[config.mk]
export PLATFORM = sky130hd
export DESIGN_NAME = toggle_pulse_gen
export DESIGN_NICKNAME = d
export VERILOG_FILES = /design/src/rtl/toggle_pulse_gen_pkg.sv /design/src/rtl/toggle_pulse_gen_sync_chain.sv /design/src/rtl/toggle_pulse_gen.sv
export SDC_FILE = /design/constraint.sdc
export NUM_CORES = 1
export LEC_CHECK = 0
export CORE_ASPECT_RATIO = 0.5
export CORE_MARGIN = 2
export CORE_UTILIZATION = 45
export CTS_BUF_LIST = sky130_fd_sc_hd__clkbuf_2 sky130_fd_sc_hd__clkbuf_4 sky130_fd_sc_hd__clkbuf_8
export DETAILED_ROUTE_END_ITERATION = 7
export DONT_BUFFER_PORTS = 1
export PLACE_DENSITY_LB_ADDON = 0.05
export SLEW_MARGIN = 20
export SYNTH_ARGS = -nofsm -noshare
export SYNTH_HDL_FRONTEND = slang
export SYNTH_SLANG_ARGS = --single-unit
[constraint.sdc]
create_clock -name clk -period 2.69 [get_ports clk]
set_input_delay 0.4035 -clock clk [delete_from_list [all_inputs] [get_ports clk]]
set_output_delay 0.4035 -clock clk [all_outputs]
set_load 0.02 [all_outputs]
[src/rtl/toggle_pulse_gen_pkg.sv]
// toggle_pulse_gen_pkg: state encoding and default timing for the button-to-toggle front end
package toggle_pulse_gen_pkg;
    typedef enum logic [2:0] {
        IDLE         = 3'd0,
        PRESS_WAIT   = 3'd1,
        PRESSED      = 3'd2,
        REPEAT       = 3'd3,
        RELEASE_WAIT = 3'd4
    } state_t;
    localparam int DEF_SYNC_STAGES     = 2;
    localparam int DEF_DEBOUNCE_CYCLES = 16;
    localparam int DEF_HOLD_CYCLES     = 64;
    localparam int DEF_REPEAT_CYCLES   = 16;
    localparam int PRESS_CNT_W         = 8;
endpackage

[src/rtl/toggle_pulse_gen_sync_chain.sv]
// sync_chain: multi-flop synchroniser for one asynchronous level input
module sync_chain #(
    parameter int STAGES = 2
) (
    input  logic clk,
    input  logic rst,
    input  logic d,
    output logic q
);
    logic [STAGES-1:0] ff;
    always_ff @(posedge clk) ff <= rst ? '0 : {ff[STAGES-2:0], d};
    assign q = ff[STAGES-1];
endmodule

[src/rtl/toggle_pulse_gen.sv]
// toggle_pulse_gen: synchronise and debounce a button into single-cycle toggle pulses with optional auto-repeat
module toggle_pulse_gen
    import toggle_pulse_gen_pkg::*;
#(
    parameter int SYNC_STAGES     = DEF_SYNC_STAGES,
    parameter int DEBOUNCE_CYCLES = DEF_DEBOUNCE_CYCLES,
    parameter int REPEAT_EN       = 0,
    parameter int HOLD_CYCLES     = DEF_HOLD_CYCLES,
    parameter int REPEAT_CYCLES   = DEF_REPEAT_CYCLES
) (
    input  logic                   clk,
    input  logic                   rst,
    input  logic                   btn_in,
    output logic                   t_pulse,
    output logic                   btn_level,
    output logic [PRESS_CNT_W-1:0] press_cnt
);
    localparam int DW = $clog2(DEBOUNCE_CYCLES) + 1;
    localparam int HW = $clog2(HOLD_CYCLES) + 1;
    localparam int RW = $clog2(REPEAT_CYCLES) + 1;
    logic          s;
    state_t        state, state_nxt;
    logic [DW-1:0] deb_cnt, deb_nxt;
    logic [HW-1:0] hold_cnt, hold_nxt;
    logic [RW-1:0] rep_cnt, rep_nxt;
    logic          press_ev, rep_ev, rel_ev;
    logic          press_q, rep_q, rel_q;

    sync_chain #(.STAGES(SYNC_STAGES)) u_sync (.clk(clk), .rst(rst), .d(btn_in), .q(s));

    always_comb begin
        state_nxt = state;
        deb_nxt   = deb_cnt;
        hold_nxt  = hold_cnt;
        rep_nxt   = rep_cnt;
        press_ev  = 1'b0;
        rep_ev    = 1'b0;
        rel_ev    = 1'b0;
        case (state)
            IDLE: if (s) begin
                state_nxt = PRESS_WAIT;
                deb_nxt   = DW'(1);
            end
            PRESS_WAIT: if (!s) begin
                state_nxt = IDLE;
                deb_nxt   = '0;
            end else if (deb_cnt == DW'(DEBOUNCE_CYCLES - 1)) begin
                state_nxt = PRESSED;
                deb_nxt   = '0;
                hold_nxt  = '0;
                press_ev  = 1'b1;
            end else deb_nxt = deb_cnt + 1'b1;
            PRESSED: if (!s) begin
                state_nxt = RELEASE_WAIT;
                deb_nxt   = DW'(1);
            end else if (REPEAT_EN != 0 && hold_cnt == HW'(HOLD_CYCLES - 1)) begin
                state_nxt = REPEAT;
                rep_nxt   = '0;
                rep_ev    = 1'b1;
            end else if (hold_cnt != HW'(HOLD_CYCLES - 1)) hold_nxt = hold_cnt + 1'b1;
            REPEAT: if (!s) begin
                state_nxt = RELEASE_WAIT;
                deb_nxt   = DW'(1);
            end else if (rep_cnt == RW'(REPEAT_CYCLES - 1)) begin
                rep_nxt = '0;
                rep_ev  = 1'b1;
            end else rep_nxt = rep_cnt + 1'b1;
            RELEASE_WAIT: if (s) begin
                state_nxt = PRESSED;
                deb_nxt   = '0;
                hold_nxt  = '0;
            end else if (deb_cnt == DW'(DEBOUNCE_CYCLES - 1)) begin
                state_nxt = IDLE;
                deb_nxt   = '0;
                rel_ev    = 1'b1;
            end else deb_nxt = deb_cnt + 1'b1;
            default: state_nxt = IDLE;
        endcase
    end

    // events are staged one cycle so outputs land the cycle after the state transition
    always_ff @(posedge clk) begin
        if (rst) begin
            state     <= IDLE;
            deb_cnt   <= '0;
            hold_cnt  <= '0;
            rep_cnt   <= '0;
            press_q   <= 1'b0;
            rep_q     <= 1'b0;
            rel_q     <= 1'b0;
            t_pulse   <= 1'b0;
            btn_level <= 1'b0;
            press_cnt <= '0;
        end else begin
            state     <= state_nxt;
            deb_cnt   <= deb_nxt;
            hold_cnt  <= hold_nxt;
            rep_cnt   <= rep_nxt;
            press_q   <= press_ev;
            rep_q     <= rep_ev;
            rel_q     <= rel_ev;
            t_pulse   <= press_q | rep_q;
            btn_level <= press_q | (btn_level & ~rel_q);
            press_cnt <= press_cnt + PRESS_CNT_W'(press_q);
        end
    end
endmodule

==> results.sh, run 1 <==
export IMPL_clk_latency_ns=0.27
export IMPL_path_cells="or3b_1 -> a21oi_2 -> a211oi_1 -> nor3_2"
export IMPL_multiInputGateArea_um2=610.6
export IMPL_yosys_warnings=0
export IMPL_globalplace_congestion=0.7443
export IMPL_cts_max_level=1
export IMPL_netlist_area_mm2=0.001222
export IMPL_post_cts_resized=0
export IMPL_drtIter0Drc=27
export IMPL_worst_pin_slew_ns=0.5419
export IMPL_power_leakage_nw=0.4860
export IMPL_start_kind="flop"
export IMPL_p_int_w=0.0006229
export IMPL_ys_seq_elements=28
export IMPL_rows=13
export IMPL_tns_ns=0
export IMPL_period_needed_ns=1.567
export IMPL_postRouteAntennaNets=0
export IMPL_path_class="reg -> reg"
export IMPL_initial_utilization_pct=47.27
export IMPL_reg2reg_from="state[2]"
export IMPL_final_setup_viol_count=0
export IMPL_drt_wl_total_um=2070
export IMPL_grt_pass1_wl_um=3608
export IMPL_cts_tree="built"
export IMPL_switching_share_pct=18.07
export IMPL_rsz0062_at_grt="no"
export IMPL_power_density_mw_per_mm2=584.8
export IMPL_crit_family="simple AND/OR/NAND/NOR gates"
export IMPL_layout_commonest_cell="dfxtp_1"
export IMPL_drcViolationCount=0
export IMPL_worst_path_stages=4
export IMPL_routed_via_density=5.222
export IMPL_crit_buf_inv=0
export IMPL_power_w=0.0007602
export IMPL_holdBufCountCts=0
export IMPL_synth_cell_type_count=38
export IMPL_slowest_stage="dfxtp_1"
export IMPL_reg2reg_to="deb_cnt[0]"
export IMPL_synthCells=133
export IMPL_io_pins=13
export IMPL_dieArea_mm2=0.003175
export IMPL_startpoint="state[2]"
export IMPL_fill_cells=244
export IMPL_drive_gt1_share_pct=7.692
export IMPL_drv_cap=0
export IMPL_cp_max_fo=13
export IMPL_clock_sinks=28
export IMPL_hold_viol=0
export IMPL_maxSlewHeadroom_pct=63.82
export IMPL_chipHeight_um=40.86
export IMPL_layout_common_cells="28 x dfxtp_1, 17 x nor2_1, 8 x a21oi_1, 7 x nand3_1, 6 x xor2_1"
export IMPL_cpPeakStageDelay_ns=0.58
export IMPL_fin_hold_ws_ns=0.1852
export IMPL_synth_avg_cell_area_um2=9.191
export IMPL_rr_worst_depth=4
export IMPL_grt_ovfl_total=0
export IMPL_hp_class="in -> reg"
export IMPL_fin_skew_ns=0.003048
export IMPL_nets=138
export IMPL_required_ns=2.90
export IMPL_p_switching_w=0.0001374
export IMPL_grt_usage_pct=15.41
export IMPL_core_mm2=0.002586
export IMPL_ctsRootBufferMaster="clkbuf_8"
export IMPL_cts_made_buffers=3
export IMPL_period_share_pct=58.26
export IMPL_die_width_um=77.71
export IMPL_yosysSeqAreaShare_pct=45.85
export IMPL_n_antenna_cell=0
export IMPL_antenna_found_initial=0
export IMPL_utilization_pct=50.27
export IMPL_dr_total_vias=872
export IMPL_syn_nets=140
export IMPL_status="finished, final reports clean"
export IMPL_endpoint="deb_cnt[0]"
export IMPL_max_freq_ghz=0.6381
export IMPL_hpwl_um=1340
export IMPL_post_cts_buffers=0
export IMPL_cts_reportedPaths_clkPinSlew_ns=0.09
export IMPL_grt_start_max_net_pins=27
export IMPL_cp_end_kind="flop"
export IMPL_grt_pass1_vias=773
export IMPL_area_delta_synth_final_pct=6.346
export IMPL_clk_path_buf_depth=2
export IMPL_io_buffers=0
export IMPL_drv_slew=0
export IMPL_wl_per_cell_um=12.40
export IMPL_dr_pass1_iters=4
export IMPL_seqPwrFrac_pct=55.5
export IMPL_worstPathArrival_ns=1.78
export IMPL_r2r_slack_ns=1.12
export IMPL_power_share_clock_pct=43.0
export IMPL_comb_power_share_pct=1.6
export IMPL_irDropWorstVdd_mv=0.2409
export IMPL_regArea_um2=560.5
through the flow:
| stage | worst slack, ns | cells | cell area [µm²] |
|---|---|---|---|
| 2_1_floorplan | 1.382 | 133 | 1222 |
| 3_3_place_gp | 1.165 | 163 | 1229 |
| 3_5_place_dp | 1.137 | 163 | 1229 |
| 4_1_cts | 1.116 | 167 | 1300 |
| 5_1_grt | 0.9624 | 167 | 1300 |
| 6_report | 1.123 | 167 | 1300 |
cells in the mapped netlist (all sizes together):
master   instances  area (µm²)
nand3b           2       15.01
ha               4       50.05
nor4             4       25.02
a2111oi          1       8.760
nor3b            2       20.02
o21ai            4       23.77
or2              1       6.260
a31oi            2       12.51
xnor2            3       26.28
a21oi            9       48.80
nor3             6       35.03
nand2            5       18.77
nand3            7       35.03
or4              1       11.26
xor2             6       52.55
nand4            1       6.260
nand4b           1       15.01
and3             4       25.02
and4b            2       20.02
buf              4       28.78
inv              3       11.26
or3b             1       8.760
nand2b           2       12.51
or3              1       6.260
mux2i            1       10.01
a22oi            1       7.510
dfxtp           28       560.5
a211oi           2       15.01
nor2b            5       31.28
clkbuf           3       11.26
nor2            17       63.81
power groups by stage:
stage          Combinational, W  Clock (W)  Sequential [W]
2_1_floorplan         0.0000195          0        0.000428
4_1_cts               0.0000120   0.000338        0.000422
3_3_place_gp          0.0000119          0        0.000431
3_5_place_dp          0.0000119          0        0.000431
6_report              0.0000119   0.000327        0.000422
5_1_grt               0.0000137   0.000354        0.000423
kinds of logic (layout without fill, tap and decap cells):
family                     after synthesis  count (layout)  synth area share (%)
buffers and inverters                   10               7                 4.197
AOI/OAI and AO/OA                       19              19                 9.519
xor gates and xnor gates                 9               9                 6.449
DFF                                     28              28                 45.85
and+or+nand+nor                         62              62                 29.07
adders and majority gates                4               4                 4.094
muxes                                    1               1                0.8189
sequential cells by signal, summed over array words and instances (netlist names):
name	count
t_pulse	1
press_cnt	8
deb_cnt	5
rep_q	1
btn_level	1
state	3
u_sync.ff	2
rel_q	1
rep_cnt	5
press_q	1
metal layers:
layer,global-route usage (%),vias to the layer above,wire [µm]
met1,18.34,394,1077
li1,-,459,-
met2,26.29,16,867
met4,5.357,0,8
met5,0,-,0
met3,6.388,3,116
worst min-delay path by stage:
stage | startpoint | to | slack [ns] | cells past startpoint
2_1_floorplan | rep_cnt[4] | rep_q | 0.41 | 1
3_3_place_gp | u_sync.ff[0] | u_sync.ff[1] | 0.42 | 1
3_5_place_dp | u_sync.ff[0] | u_sync.ff[1] | 0.43 | 1
4_1_cts | rst | deb_cnt[4] | 0.18 | 1
5_1_grt | rst | deb_cnt[4] | 0.17 | 1
6_report | rst | deb_cnt[2] | 0.19 | 1
final cells by class:
| cell class | instances | share of cell area, % |
|---|---|---|
| Multi-Input combinational cell | 95 | 46.97 |
| Clock buffer | 3 | 3.176 |
| Clock inverter | 1 | 2.310 |
| Inverter | 3 | 0.8662 |
| Tap cell | 37 | 3.561 |
| Sequential cell | 28 | 43.12 |
No activity file was read; power rests on OpenSTA's default activity.
==> run 2: changes to the inputs <==
- ABC_AREA: default -> 1
- clock period: 2.69 -> 1.4 ns (I/O delays scaled with it)
==> run 2 against run 1 <==
Worst setup slack worse by 1.0 ns; sequential cell count unchanged; combinational power grew to 45 times the previous value; hold slack got worse by 0.16 ns; design area is 11% higher; critical path depth grew 5; register-to-register slack got worse by 1.0 ns; utilization rose by 5.4 points; critical endpoint is now press_cnt[6].
==> results.sh, run 2 <==
export IMPL_status="finished, final reports clean"
export IMPL_path_class="reg -> reg"
export IMPL_die_width_um=77.97
export IMPL_reg_top3="press_cnt (8), deb_cnt (5), rep_cnt (5)"
export IMPL_rsz0062_at_grt="yes"
export IMPL_synth_avg_cell_area_um2=7.462
export IMPL_rr_worst_depth=9
export IMPL_yosysSeqAreaShare_pct=45.53
export IMPL_final_setup_viol_count=0
export IMPL_regArea_um2=565.5
export IMPL_slowest_stage="dfxtp_4"
export IMPL_grt_ovfl_total=0
export IMPL_synth_enable_flop_cells=0
export IMPL_dieArea_mm2=0.003196
export IMPL_cts_reportedPaths_clkPinSlew_ns=0.10
export IMPL_crit_buf_inv=1
export IMPL_io_pins=13
export IMPL_comb_power_share_pct=26.0
export IMPL_grt_usage_pct=15.02
export IMPL_nets=184
export IMPL_grt_start_max_net_pins=17
export IMPL_largest_reg_flops=8
export IMPL_maxSlewHeadroom_pct=56.49
export IMPL_regMostFlops="press_cnt"
export IMPL_dr_pass1_iters=4
export IMPL_ctsRootBufferMaster="clkbuf_8"
export IMPL_globalplace_congestion=0.7899
export IMPL_r2r_slack_ns=0.11
export IMPL_synth_most_common_cell="nor2_1"
export IMPL_postRouteAntennaNets=0
export IMPL_synth_area_top_cells="dfxtp_1 46%, nor2_1 8.8%, nand2_1 7.9%"
export IMPL_period_needed_ns=1.290
export IMPL_power_w=0.002059
export IMPL_drt_wl_total_um=2305
export IMPL_drtIter0Drc=21
export IMPL_p_switching_w=0.0006550
export IMPL_post_dp_cell_area_mm2=0.001316
export IMPL_power_leakage_nw=0.6005
export IMPL_ys_seq_elements=28
export IMPL_drcViolationCount=0
export IMPL_cpPeakStageDelay_ns=0.38
export IMPL_synth_common_cells="29 x nor2_1, 28 x dfxtp_1, 26 x nand2_1"
export IMPL_io_buffers=0
export IMPL_p_int_w=0.001404
export IMPL_area_delta_synth_final_pct=17.58
export IMPL_power_density_mw_per_mm2=1422
export IMPL_worstHoldStart="btn_in"
export IMPL_layout_commonest_cell="nor2_1"
export IMPL_clock_sinks=28
export IMPL_power_share_clock_pct=31.2
export IMPL_clk_latency_ns=0.28
export IMPL_place_inst=206
export IMPL_dr_total_vias=1031
export IMPL_stdcell_count=213
export IMPL_drive_gt1_share_pct=19.89
export IMPL_cp_max_fo=3
export IMPL_yosys_area_top_type="dfxtp_1"
export IMPL_ys_async_sr_fraction_pct=0
export IMPL_period_share_pct=92.14
export IMPL_routed_via_density=4.840
export IMPL_hp_class="in -> reg"
export IMPL_cts_tree="built"
export IMPL_path_cells="ha_4 -> ha_4 -> nand2_2 -> inv_2 -> nand2_2 -> nor2_1 -> nand2_1 -> xor2_1 -> nor2_1"
export IMPL_start_kind="flop"
export IMPL_max_freq_ghz=0.7753
export IMPL_reg2reg_from="press_q"
export IMPL_crit_family="flip-flops"
export IMPL_netlist_area_mm2=0.001231
export IMPL_cts_made_buffers=3
export IMPL_multiInputGateArea_um2=596.8
export IMPL_yosysTopAreaCellShare_pct=45.53
export IMPL_layout_common_cells="29 x nor2_1, 26 x dfxtp_1, 24 x nand2_1, 20 x inv_1, 11 x a21oi_1"
export IMPL_worstPathArrival_ns=1.44
export IMPL_grt_pass1_vias=780
export IMPL_synthFlopType="dfxtp_1"
export IMPL_clk_path_buf_depth=2
export IMPL_syn_nets=172
export IMPL_required_ns=1.55
export IMPL_drv_slew=0
export IMPL_grt_pass1_wl_um=3567
export IMPL_hold_viol=0
export IMPL_synth_cell_type_count=25
export IMPL_switching_share_pct=31.82
export IMPL_yosys_warnings=0
export IMPL_reg2reg_to="press_cnt[6]"
export IMPL_chipHeight_um=40.99
export IMPL_worst_slack_ns=0.1101
export IMPL_seqPwrFrac_pct=42.8
export IMPL_fill_cells=257
export IMPL_n_antenna_cell=0
export IMPL_fin_skew_ns=0.002575
export IMPL_rows=13
export IMPL_holdPathEnd="u_sync.ff[0]"
export IMPL_stdcell_area_mm2=0.001448
export IMPL_tns_ns=0
export IMPL_antenna_found_initial=0
export IMPL_cp_end_kind="flop"
export IMPL_drv_cap=0
export IMPL_initial_utilization_pct=47.31
export IMPL_whs_path_depth=2
export IMPL_worst_pin_slew_ns=0.6505
export IMPL_hpwl_um=1594
export IMPL_place_ws_ns=0.08257
export IMPL_core_mm2=0.002603
export IMPL_synthCells=165
export IMPL_cts_max_level=1
export IMPL_wl_per_cell_um=10.82
export IMPL_irDropWorstVdd_mv=0.6967
==> run 2: cell count changes in the layout (fill, tap and decap cells not counted), sizes merged, moves of 3 or more <==
cell / previous run / this run
nand2: 5 / 32
xor2: 6 / 1
nor2b: 5 / 0
o21ai: 4 / 7
nor4: 4 / 0
and3: 4 / 1
buf: 0 / 9
nand4: 1 / 4
inv: 3 / 24
nor2: 17 / 32
==> run 2: per-layer routing <==
layer  wire, µm  track usage, %  vias up
li1           -               -      545
met1       1214           19.13      468
met2        989           24.78       16
met3         92           6.388        2
met4          8           2.632        0
met5          0               0        -
==> run 2: power groups by stage <==
stage	clock network, W	registers, W	logic (W)
after floorplan	0	0.000895	0.000444
after global placement	0	0.000900	0.000527
after CTS	0.000667	0.000881	0.000542
final	0.000643	0.000880	0.000536
after global routing	0.000704	0.000885	0.000618
after detailed placement	0	0.000900	0.000530
==> run 2: logic make-up (layout without fill, tap and decap cells) <==
family,count (synthesis),count (layout),synth area share [%]
DFF,28,28,45.53
AOI/OAI and AO/OA,19,19,8.130
and+or+nand+nor,85,85,32.42
xor gates and xnor gates,2,2,1.423
buffers and inverters,27,38,8.435
adders and majority gates,4,4,4.065
==> run 2: worst max path at each step <==
stage	start	to	slack, ns	depth (start not counted)
finish	press_q	press_cnt[6]	0.11	9
global placement	press_q	press_cnt[6]	0.13	9
floorplan	press_cnt[0]	press_cnt[6]	0.007	9
detailed placement	press_q	press_cnt[6]	0.08	9
global route	press_q	press_cnt[6]	-0.03	9
CTS	press_q	press_cnt[6]	0.03	9
==> run 2: metrics by stage <==
stage / hold WS [ns] / util (%)
2_1_floorplan: 0.3170 / -
3_3_place_gp: 0.2823 / 50.58
3_5_place_dp: 0.2836 / 50.58
4_1_cts: 0.01175 / 53.70
5_1_grt: 0.02139 / 55.63
6_report: 0.02985 / 55.63
==> run 2: area by class of cell <==
cell class	count	share of cell area, %
Tap cell	37	3.198
Multi-Input combinational cell	110	41.23
Inverter	24	6.223
Clock inverter	1	2.074
Timing Repair Buffer	10	5.359
Sequential cell	28	39.07
Clock buffer	3	2.852
==> run 2: what timing repair did <==
action	4_1_cts	5_1_grt
hold buffers	1	0
resized for setup	0	10
setup endpoints to repair	0	1
setup buffers	0	2
hold endpoints to repair	16	0
